### src/rtl/ym_pkg.sv
// Shared types and constants for the TurboSound bus scheduler.
package ym_pkg;

  // Request kinds as presented by the port decoder.
  typedef enum logic [1:0] {
    KIND_ADDR = 2'd0,
    KIND_DATA = 2'd1,
    KIND_READ = 2'd2,
    KIND_NONE = 2'd3
  } req_kind_e;

  // Bus codes as {BDIR, BC1}.
  localparam logic [1:0] CODE_IDLE  = 2'b00;
  localparam logic [1:0] CODE_ADDR  = 2'b11;
  localparam logic [1:0] CODE_WRITE = 2'b10;
  localparam logic [1:0] CODE_READ  = 2'b01;

  typedef enum logic [1:0] {
    ST_IDLE,
    ST_SETUP,
    ST_STROBE,
    ST_RECOVER
  } bus_state_e;

  // One queued command: kind in the top bits, byte below.
  typedef struct packed {
    logic [1:0] kind;
    logic [7:0] data;
  } cmd_t;

  localparam int CMD_W = $bits(cmd_t);

  // Two chips, four register writes each, address + data cycle per write.
  localparam int INIT_STEPS = 16;

  // Silence table: {register, value}; rows 0-3 for chip 0, rows 4-7 for chip 1.
  localparam logic [15:0] INIT_TABLE [0:7] = '{
    16'h07FF, 16'h0800, 16'h0900, 16'h0A00,
    16'h07FF, 16'h0800, 16'h0900, 16'h0A00
  };

  // Address writes of 0xF8..0xFF select a chip instead of reaching the bus.
  function automatic logic is_chip_select(input cmd_t cmd);
    return (cmd.kind == KIND_ADDR) && (cmd.data[7:3] == 5'b11111);
  endfunction

endpackage

### src/rtl/ym_cmd_fifo.sv
// Small synchronous FIFO with show-ahead head so a pop can launch a bus
// cycle in the same clock it is decided. A push while full is accepted
// only if a pop happens in the same cycle.
module ym_cmd_fifo #(
  parameter int WIDTH = 10,
  parameter int DEPTH = 4
) (
  input  logic             cpu_clock,
  input  logic             reset,
  input  logic             push,
  input  logic [WIDTH-1:0] push_data,
  input  logic             pop,
  output logic [WIDTH-1:0] pop_data,
  output logic             full,
  output logic             empty
);

  localparam int AW = $clog2(DEPTH);

  logic [WIDTH-1:0] mem [DEPTH];
  logic [AW-1:0]    wr_ptr_reg;
  logic [AW-1:0]    rd_ptr_reg;
  logic [AW:0]      count_reg;
  logic             do_push;
  logic             do_pop;

  assign empty    = (count_reg == '0);
  assign full     = (count_reg == (AW+1)'(DEPTH));
  assign do_pop   = pop && !empty;
  assign do_push  = push && (!full || do_pop);
  assign pop_data = mem[rd_ptr_reg];

  // Storage array; contents need no reset because count gates every read.
  always_ff @(posedge cpu_clock) begin
    if (do_push) mem[wr_ptr_reg] <= push_data;
  end

  // Pointer and occupancy tracking.
  always_ff @(posedge cpu_clock or negedge reset) begin
    if (!reset) begin
      wr_ptr_reg <= '0;
      rd_ptr_reg <= '0;
      count_reg  <= '0;
    end else begin
      if (do_push) wr_ptr_reg <= wr_ptr_reg + 1'b1;
      if (do_pop)  rd_ptr_reg <= rd_ptr_reg + 1'b1;
      case ({do_push, do_pop})
        2'b10:   count_reg <= count_reg + 1'b1;
        2'b01:   count_reg <= count_reg - 1'b1;
        default: count_reg <= count_reg;
      endcase
    end
  end

endmodule

### src/rtl/ym_bus_scheduler.sv
// Serialises CPU accesses and the post-reset silence sequence onto the
// shared dual-YM2149 bus with SETUP / STROBE / RECOVER timing.
module ym_bus_scheduler
  import ym_pkg::*;
#(
  parameter int STROBE_CYC = 3,
  parameter int FIFO_DEPTH = 4,
  parameter bit INIT_EN    = 1'b1
) (
  input  logic       cpu_clock,
  input  logic       reset,
  input  logic       req_stb,
  input  logic [1:0] req_kind,
  input  logic [7:0] req_data,
  output logic       q_full,
  output logic       ovf,
  output logic       busy,
  output logic [7:0] rd_data,
  output logic       rd_valid,
  output logic       ym_bdir,
  output logic       ym_bc1,
  output logic [7:0] ym_da_out,
  output logic       ym_da_oe,
  input  logic [7:0] ym_da_in,
  output logic       ym_sel0,
  output logic       ym_sel1
);

  bus_state_e state_reg, state_next;
  logic [3:0] strobe_cnt_reg;
  logic [1:0] cur_kind_reg;
  logic [7:0] cur_data_reg;
  logic       chip_sel_reg;
  logic       init_active_reg;
  logic [4:0] init_idx_reg;
  logic [7:0] rd_data_reg;
  logic       rd_valid_reg;
  logic       ovf_reg;

  cmd_t       push_cmd, head_cmd, launch_cmd;
  logic       fifo_push, fifo_pop, fifo_full, fifo_empty;
  logic       launch, cs_cmd, init_step, init_finish, strobe_last;
  logic [15:0] init_pair;
  logic [1:0] bus_code;

  assign push_cmd    = {req_kind, req_data};
  assign fifo_push   = req_stb && (req_kind != KIND_NONE);
  assign strobe_last = (strobe_cnt_reg == 4'(STROBE_CYC - 1));
  assign init_pair   = INIT_TABLE[init_idx_reg[3:1]];

  ym_cmd_fifo #(
    .WIDTH (CMD_W),
    .DEPTH (FIFO_DEPTH)
  ) u_fifo (
    .cpu_clock (cpu_clock),
    .reset     (reset),
    .push      (fifo_push),
    .push_data (push_cmd),
    .pop       (fifo_pop),
    .pop_data  (head_cmd),
    .full      (fifo_full),
    .empty     (fifo_empty)
  );

  // Bus state register.
  always_ff @(posedge cpu_clock or negedge reset) begin
    if (!reset) state_reg <= ST_IDLE;
    else        state_reg <= state_next;
  end

  // Next state plus the IDLE-time arbitration: init first, then the queue.
  always_comb begin
    state_next  = state_reg;
    launch      = 1'b0;
    launch_cmd  = '0;
    fifo_pop    = 1'b0;
    cs_cmd      = 1'b0;
    init_step   = 1'b0;
    init_finish = 1'b0;
    case (state_reg)
      ST_IDLE: begin
        if (init_active_reg) begin
          if (init_idx_reg == 5'(INIT_STEPS)) begin
            init_finish = 1'b1;
          end else begin
            init_step       = 1'b1;
            launch          = 1'b1;
            launch_cmd.kind = init_idx_reg[0] ? KIND_DATA : KIND_ADDR;
            launch_cmd.data = init_idx_reg[0] ? init_pair[7:0] : init_pair[15:8];
          end
        end else if (!fifo_empty) begin
          fifo_pop = 1'b1;
          if (is_chip_select(head_cmd)) begin
            cs_cmd = 1'b1;
          end else begin
            launch     = 1'b1;
            launch_cmd = head_cmd;
          end
        end
        if (launch) state_next = ST_SETUP;
      end
      ST_SETUP:   state_next = ST_STROBE;
      ST_STROBE:  if (strobe_last) state_next = ST_RECOVER;
      ST_RECOVER: state_next = ST_IDLE;
      default:    state_next = ST_IDLE;
    endcase
  end

  // Datapath: latched command, chip select, init progress, read capture, overflow.
  always_ff @(posedge cpu_clock or negedge reset) begin
    if (!reset) begin
      strobe_cnt_reg  <= '0;
      cur_kind_reg    <= KIND_ADDR;
      cur_data_reg    <= '0;
      chip_sel_reg    <= 1'b0;
      init_active_reg <= INIT_EN;
      init_idx_reg    <= '0;
      rd_data_reg     <= '0;
      rd_valid_reg    <= 1'b0;
      ovf_reg         <= 1'b0;
    end else begin
      rd_valid_reg <= 1'b0;
      if (launch) begin
        cur_kind_reg <= launch_cmd.kind;
        cur_data_reg <= launch_cmd.data;
      end
      if (init_step) begin
        init_idx_reg <= init_idx_reg + 5'd1;
        chip_sel_reg <= init_idx_reg[3];
      end
      if (cs_cmd) chip_sel_reg <= head_cmd.data[0];
      if (init_finish) begin
        init_active_reg <= 1'b0;
        chip_sel_reg    <= 1'b0;
      end
      if (state_reg == ST_STROBE && !strobe_last) strobe_cnt_reg <= strobe_cnt_reg + 4'd1;
      else                                        strobe_cnt_reg <= '0;
      if (state_reg == ST_STROBE && strobe_last && cur_kind_reg == KIND_READ) begin
        rd_data_reg  <= ym_da_in;
        rd_valid_reg <= 1'b1;
      end
      if (fifo_push && fifo_full && !fifo_pop) ovf_reg <= 1'b1;
    end
  end

  // Bus pin decode from state; reads never drive the data bus.
  always_comb begin
    bus_code = CODE_IDLE;
    ym_da_oe = 1'b0;
    if (state_reg == ST_STROBE) begin
      case (cur_kind_reg)
        KIND_ADDR: bus_code = CODE_ADDR;
        KIND_DATA: bus_code = CODE_WRITE;
        KIND_READ: bus_code = CODE_READ;
        default:   bus_code = CODE_IDLE;
      endcase
    end
    if (state_reg != ST_IDLE && cur_kind_reg != KIND_READ) ym_da_oe = 1'b1;
  end

  assign {ym_bdir, ym_bc1} = bus_code;
  assign ym_da_out = cur_data_reg;
  assign ym_sel0   = ~chip_sel_reg;
  assign ym_sel1   = chip_sel_reg;
  assign q_full    = fifo_full;
  assign ovf       = ovf_reg;
  assign rd_data   = rd_data_reg;
  assign rd_valid  = rd_valid_reg;
  assign busy      = init_active_reg || !fifo_empty || (state_reg != ST_IDLE);

endmodule

### config.mk
export PLATFORM = sky130hd
export DESIGN_NAME = ym_bus_scheduler
export DESIGN_NICKNAME = d
export VERILOG_FILES = /design/src/rtl/ym_pkg.sv /design/src/rtl/ym_cmd_fifo.sv /design/src/rtl/ym_bus_scheduler.sv
export SDC_FILE = /design/constraint.sdc
export NUM_CORES = 1
export LEC_CHECK = 0
export CELL_PAD_IN_SITES_DETAIL_PLACEMENT = 0
export CELL_PAD_IN_SITES_GLOBAL_PLACEMENT = 2
export CORE_MARGIN = 10
export CORE_UTILIZATION = 42
export CTS_CLUSTER_DIAMETER = 30
export DETAILED_ROUTE_END_ITERATION = 6
export PLACE_DENSITY = 0.83
export REMOVE_ABC_BUFFERS = 1
export SYNTH_ARGS = -nofsm -noshare
export SYNTH_HDL_FRONTEND = slang
export SYNTH_SLANG_ARGS = --single-unit
export TNS_END_PERCENT = 100
### constraint.sdc
create_clock -name cpu_clock -period 7.51 [get_ports cpu_clock]
set_input_delay 1.502 -clock cpu_clock [delete_from_list [all_inputs] [get_ports cpu_clock]]
set_output_delay 1.502 -clock cpu_clock [all_outputs]
set_load 0.02 [all_outputs]
==> results of run 1 <==
==> worst paths after layout <==
kind / from / slack, ns / to
min reg2reg: init_idx_reg[4]$_DFFE_PN0P_ / 0.47 / init_idx_reg[4]$_DFFE_PN0P_
max: state_reg[1]$_DFFE_PN0P_ / 3.89 / busy
max in group asynchronous: reset / 5.69 / state_reg[0]$_DFFE_PN0P_
max reg2reg: init_idx_reg[0]$_DFFE_PN0P_ / 4.72 / ym_da_out[0]$_DFFE_PN0P_
min: init_idx_reg[4]$_DFFE_PN0P_ / 0.47 / init_idx_reg[4]$_DFFE_PN0P_
min in group asynchronous: reset / 1.27 / rd_data[0]$_DFFE_PN0P_
==> worst max-delay path, stage by stage (launching register included) <==
cell and delay, ns:
dfrtp_1 0.41, inv_1 0.06, ha_1 0.38, inv_1 0.12
nor2_1 0.17, nand2_1 0.07, clkdlybuf4s50_1 0.55
==> cell usage after synthesis (2+ instances only) <==
| library cell | n |
|---|---|
| inv_1 | 14 |
| ha_1 | 14 |
| nor2_1 | 15 |
| xnor2_1 | 8 |
| a31oi_1 | 2 |
| a21oi_1 | 3 |
| clkbuf_1 | 2 |
| mux4_1 | 5 |
| nand3_1 | 10 |
| xor2_1 | 4 |
| o21ai_1 | 6 |
| nor2b_1 | 6 |
| mux4_2 | 5 |
| nand2_1 | 17 |
| and3_1 | 3 |
| and2_1 | 5 |
| mux2_1 | 9 |
| dfrtp_1 | 39 |
| mux2_2 | 2 |
| edfxtp_1 | 40 |
==> where the power goes <==
| part | total (uW) | internal, uW | leakage (uW) | switching [uW] |
|---|---|---|---|---|
| logic | 646 | 317 | 0.000730 | 329 |
| registers | 669 | 585 | 0.000875 | 84.0 |
| clock network | 287 | 123 | 0.0000785 | 165 |
==> routing by layer <==
layer	up-vias	part of all wire, %	wire [um]	global-route usage [%]
met5	-	0	0	0
met3	12	4.4	286	3.25
met1	981	46	3000	13.7
met4	0	1.7	107	4.88
li1	977	-	-	-
met2	41	48	3090	16.9
==> metrics by stage <==
step | worst slack [ns] | area (um2) | power, uW | utilization, % | std cells
finish | 3.89 | 4240 | 1600 | 51.8 | 400
detailed placement | 3.81 | 4060 | 1340 | 49.6 | 384
CTS | 3.84 | 4240 | 1630 | 51.8 | 400
global placement | 3.92 | 4060 | 1330 | 49.6 | 384
global route | 3.71 | 4240 | 1710 | 51.8 | 400
floorplan | 4.54 | 3470 | 1080 | - | 233
==> layout make-up <==
class	instances	area, um2
multi-input combinational	138	1210
clock inverter	7	56.3
inverter	15	56.3
clock buffer	9	124
sequential	80	2200
fill	720	3940
timing repair buffer	46	453
tap	105	131
==> logic make-up (layout without fill, tap and decap cells) <==
group / count (synthesis) / count (layout)
buffers and inverters: 19 / 77
AO/OA/AOI/OAI: 25 / 25
AND/OR/NAND/NOR: 63 / 63
adder cells (fa/ha/maj): 15 / 15
XOR/XNOR: 12 / 12
multiplexers: 23 / 23
flip-flops: 80 / 80
==> results.toml, run 1 <==
[pwr]
p_leak_uw = 0.00168
power_density_nw_per_um2 = 378
irDropWorstVdd_uv = 151

[placement]
dp_hpwl_um = 4680
io_buffers = 45
gp_congestion = 0.709

[global_route]
grt_pass1_vias = 2118
grt_max_degree = 41
antenna_found_initial = 0
overflow = 0
track_usage_pct = 10.9
grt_first_pass_wirelength_um = 10900

[clocking]
cts_sinks = 80
cts_resized = 0
cts_setup_buffers = 0
cts_tree = "built"
path_clk_slew_ns = 0.09
ctsHoldBuffers = 0
htreeDepth = 3
cts_max_path_buffers = 2
clockRootBuffer = "clkbuf_8"
cts_buffers = 9
clock_latency_ns = 0.35

[synthesis]
syn-cell-area_um2 = 3490
synth-xor-area-share_pct = 3.01
ys_seq_area_share_pct = 63.1
postSynth.asyncResetShare_pct = 50.0
ys.flop_type = "edfxtp_1"
synth_top_family_by_area = "multiplexers"
synth_compound_area_share_pct = 5.55
yosys.area.top_type = "edfxtp_1"
synthSimpleGateAreaFrac_pct = 9.27
ys_types = 48
synth_top_area_share_pct = 34.4
netlist_instances = 237
synth_area_leaders = "edfxtp_1, dfrtp_1, ha_1, mux4_1, mux4_2"
ys_ff_latch = 80
synth.area.mux_share_pct = 11.2
synth_edf_count = 40
yosys_warnings = 0
avgSynthCellArea_um2 = 14.7
yosys.area_share.adder_pct = 5.59

[worst_setup_path]
path_class = "reg2out"
required_ns = 6.01
crit_fanout = 8
end_kind = "output pin"
arrival_ns = 2.12
worstRegToRegCells = 6
crit_path_start_kind = "register"

[floorplanning]
die_h_um = 111
io_pins = 46
die-area_um2 = 12400
initial_core_util_pct = 42.7
fp.dieW_um = 111
fp-row-count = 33
core_area_um2 = 8180

[detailed_routing]
ant_nets = 0
drc = 0
wl_per_cell_um = 16.2
first_iter_violations = 60
wirelength_um = 6480
num_vias = 2011
firstDrtPassIters = 4
avgViaCountPerCell = 5.03

[layout]
largest_reg_flops = 40
final_nets = 326
final_common_cell = "clkdlybuf4s50_1"
syn_to_final_growth_pct = 21.2
antennaDiodeCount = 0
final_cell_mix = "clkdlybuf4s50_1, edfxtp_1, dfrtp_1"
drive_gt1_share_pct = 11.2

[sta]
slew_viol_final = 0
setup_violations = 0
period_needed_ns = 3.62
rsz0062_at_grt = "false"
fmax_mhz = 276
holdWs_ns = 0.468
final.setup.tns_ns = 0
tightest_slew_ns = 0.883
post-route-period-util_pct = 48.3
slew_headroom_pct = 41.1
finalClockSkew_ns = 0.00745
finalHoldViolations = 0

[run_status]
status = "finished clean"

[hold_path]
min_path_cells = 1
min_path_type = "reg2reg"

[job]
drv_cap = 0
Note: power is estimated with default switching activity, not from simulation.
==> run 2: changes to the inputs <==
--- a/config.mk
+++ b/config.mk
@@ -8,10 +8,10 @@
 export CELL_PAD_IN_SITES_DETAIL_PLACEMENT = 0
 export CELL_PAD_IN_SITES_GLOBAL_PLACEMENT = 2
 export CORE_MARGIN = 10
-export CORE_UTILIZATION = 42
+export CORE_UTILIZATION = 35
 export CTS_CLUSTER_DIAMETER = 30
 export DETAILED_ROUTE_END_ITERATION = 6
-export PLACE_DENSITY = 0.83
+export PLACE_DENSITY = 0.73
 export REMOVE_ABC_BUFFERS = 1
 export SYNTH_ARGS = -nofsm -noshare
 export SYNTH_HDL_FRONTEND = slang
==> constraint.sdc (replaced) <==
create_clock -name cpu_clock -period 3.1 [get_ports cpu_clock]
set_input_delay 0.62 -clock cpu_clock [delete_from_list [all_inputs] [get_ports cpu_clock]]
set_output_delay 0.62 -clock cpu_clock [all_outputs]
set_load 0.02 [all_outputs]
==> run 2 against run 1 <==
Net effect:
- non-clock buffer count increased by 4
- clock-buffer cell count unchanged
- critical endpoint unchanged
- cell count increased by 8.0%
- core utilization decreased by 7.1 points
- total power increased to 2.6 times the previous value
==> results.toml, run 2 (synthesized netlist as in run 1, its figures left out) <==
[run_status]
status = "finished clean"

[sta]
setup_violations = 0
slew_headroom_pct = 37.7
slew_viol_final = 0
tightest_slew_ns = 0.935
post-route-period-util_pct = 87.9
finalHoldViolations = 0
finalClockSkew_ns = 0.0127
layout_setup_ws_ns = 0.374
rsz0062_at_grt = "false"
fmax_mhz = 367
final.setup.tns_ns = 0
period_needed_ns = 2.73

[clocking]
clock_latency_ns = 0.36
ctsHoldBuffers = 0
cts_resized = 0
cts_max_path_buffers = 2
cts_sinks = 80
path_clk_slew_ns = 0.10
htreeDepth = 3
cts_setup_buffers = 0
clockRootBuffer = "clkbuf_8"
cts_buffers = 9
cts_tree = "built"

[pwr]
irDropWorstVdd_uv = 349
power_uw = 4100
power_density_nw_per_um2 = 943
p_leak_uw = 0.00174

[layout]
final_nets = 330
largest_reg_flops = 40
regArea_um2 = 2200
fillers = 913
final_common_cell = "clkdlybuf4s50_1"
final_cell_mix = "clkdlybuf4s50_1, edfxtp_1, dfrtp_1"
antennaDiodeCount = 0
syn_to_final_growth_pct = 24.6
multi_input_area_um2 = 1210
drive_gt1_share_pct = 12.4

[worst_setup_path]
critPathBufInv = 3
crit_path_start_kind = "register"
crit_path_start = "state_reg[0]$_DFFE_PN0P_"
crit_fanout = 8
path_class = "reg2out"
end_kind = "output pin"
crit_chain = "inv_1, ha_1, inv_1, nor2_1, nand2_1, clkdlybuf4s50_1"
slowest_delay_ns = 0.56
critPathMostFrequentCell = "inv_1"
arrival_ns = 2.11
cp_top_family = "buffers and inverters"
required_ns = 2.48
r2r-start = "u_fifo.rd_ptr_reg[0]$_DFFE_PN0P_"
cpMaxStageDelayCell = "clkdlybuf4s50_1"

[placement]
gp_congestion = 0.722
io_buffers = 45
dp_hpwl_um = 4950
dpl_worst_slack_ns = 0.457

[detailed_routing]
first_iter_violations = 74
avgViaCountPerCell = 4.61
firstDrtPassIters = 4
wl_per_cell_um = 15.7
num_vias = 1993
drc = 0
wirelength_um = 6780
ant_nets = 0

[floorplanning]
io_pins = 46
die_h_um = 120
die-area_um2 = 14400
initial_core_util_pct = 35.9
core_area_um2 = 9730
fp-row-count = 36
fp.dieW_um = 120

[global_route]
antenna_found_initial = 0
overflow = 0
grt_max_degree = 41
track_usage_pct = 9.91
grt_pass1_vias = 2139
grt_first_pass_wirelength_um = 11200

[hold_path]
min_path_type = "in2async"

[job]
drv_cap = 0
==> run 2: cell type report <==
| class | instances | area share [%] |
|---|---|---|
| multi-input combinational | 138 | 27.8 |
| inverter | 15 | 1.29 |
| clock buffer | 9 | 2.85 |
| timing repair buffer | 50 | 11.1 |
| tap | 133 | 3.82 |
| sequential | 80 | 50.6 |
| clock inverter | 7 | 2.50 |
==> run 2: final timing paths <==
path	to	slack [ns]	cells after the start
min	rd_data[2]$_DFFE_PN0P_	0.39	1
max	busy	0.37	6
max reg2reg	state_reg[1]$_DFFE_PN0P_	0.57	5
max in group asynchronous	u_fifo.count_reg[1]$_DFFE_PN0P_	2.12	1
min in group cpu_clock	init_idx_reg[4]$_DFFE_PN0P_	0.47	1
min reg2reg	init_idx_reg[4]$_DFFE_PN0P_	0.47	1
==> run 2: metal layers <==
layer | wire length [um] | up-vias | track usage (%)
li1 | - | 980 | -
met1 | 3260 | 969 | 12.8
met2 | 3180 | 36 | 15.1
met3 | 227 | 8 | 2.58
met4 | 103 | 0 | 4.90
met5 | 0 | - | 0
==> run 2: power by group <==
| group | internal (uW) | leakage [uW] | switching [uW] |
|---|---|---|---|
| Combinational | 790 | 0.000750 | 818 |
| Clock | 472 | 0.000118 | 424 |
| Sequential | 1420 | 0.000875 | 184 |
==> run 2: per-stage QoR <==
| stage | util [%] | cell area [um2] | instances | hold WS (ns) |
|---|---|---|---|---|
| after floorplan | - | 3470 | 233 | 0.324 |
| after global placement | 42.3 | 4120 | 416 | 0.459 |
| after detailed placement | 42.3 | 4120 | 416 | 0.462 |
| after CTS | 44.7 | 4350 | 432 | 0.426 |
| after global routing | 44.7 | 4350 | 432 | 0.473 |
| final | 44.7 | 4350 | 432 | 0.392 |
==> run 2: worst reg2reg max path, cell delays in order (launching register included) <==
cell and delay (ns):
dfrtp_1 0.65, mux4_1 0.68, and4bb_4 0.27, a311oi_4 0.31, o31a_1 0.22, mux2_4 0.30
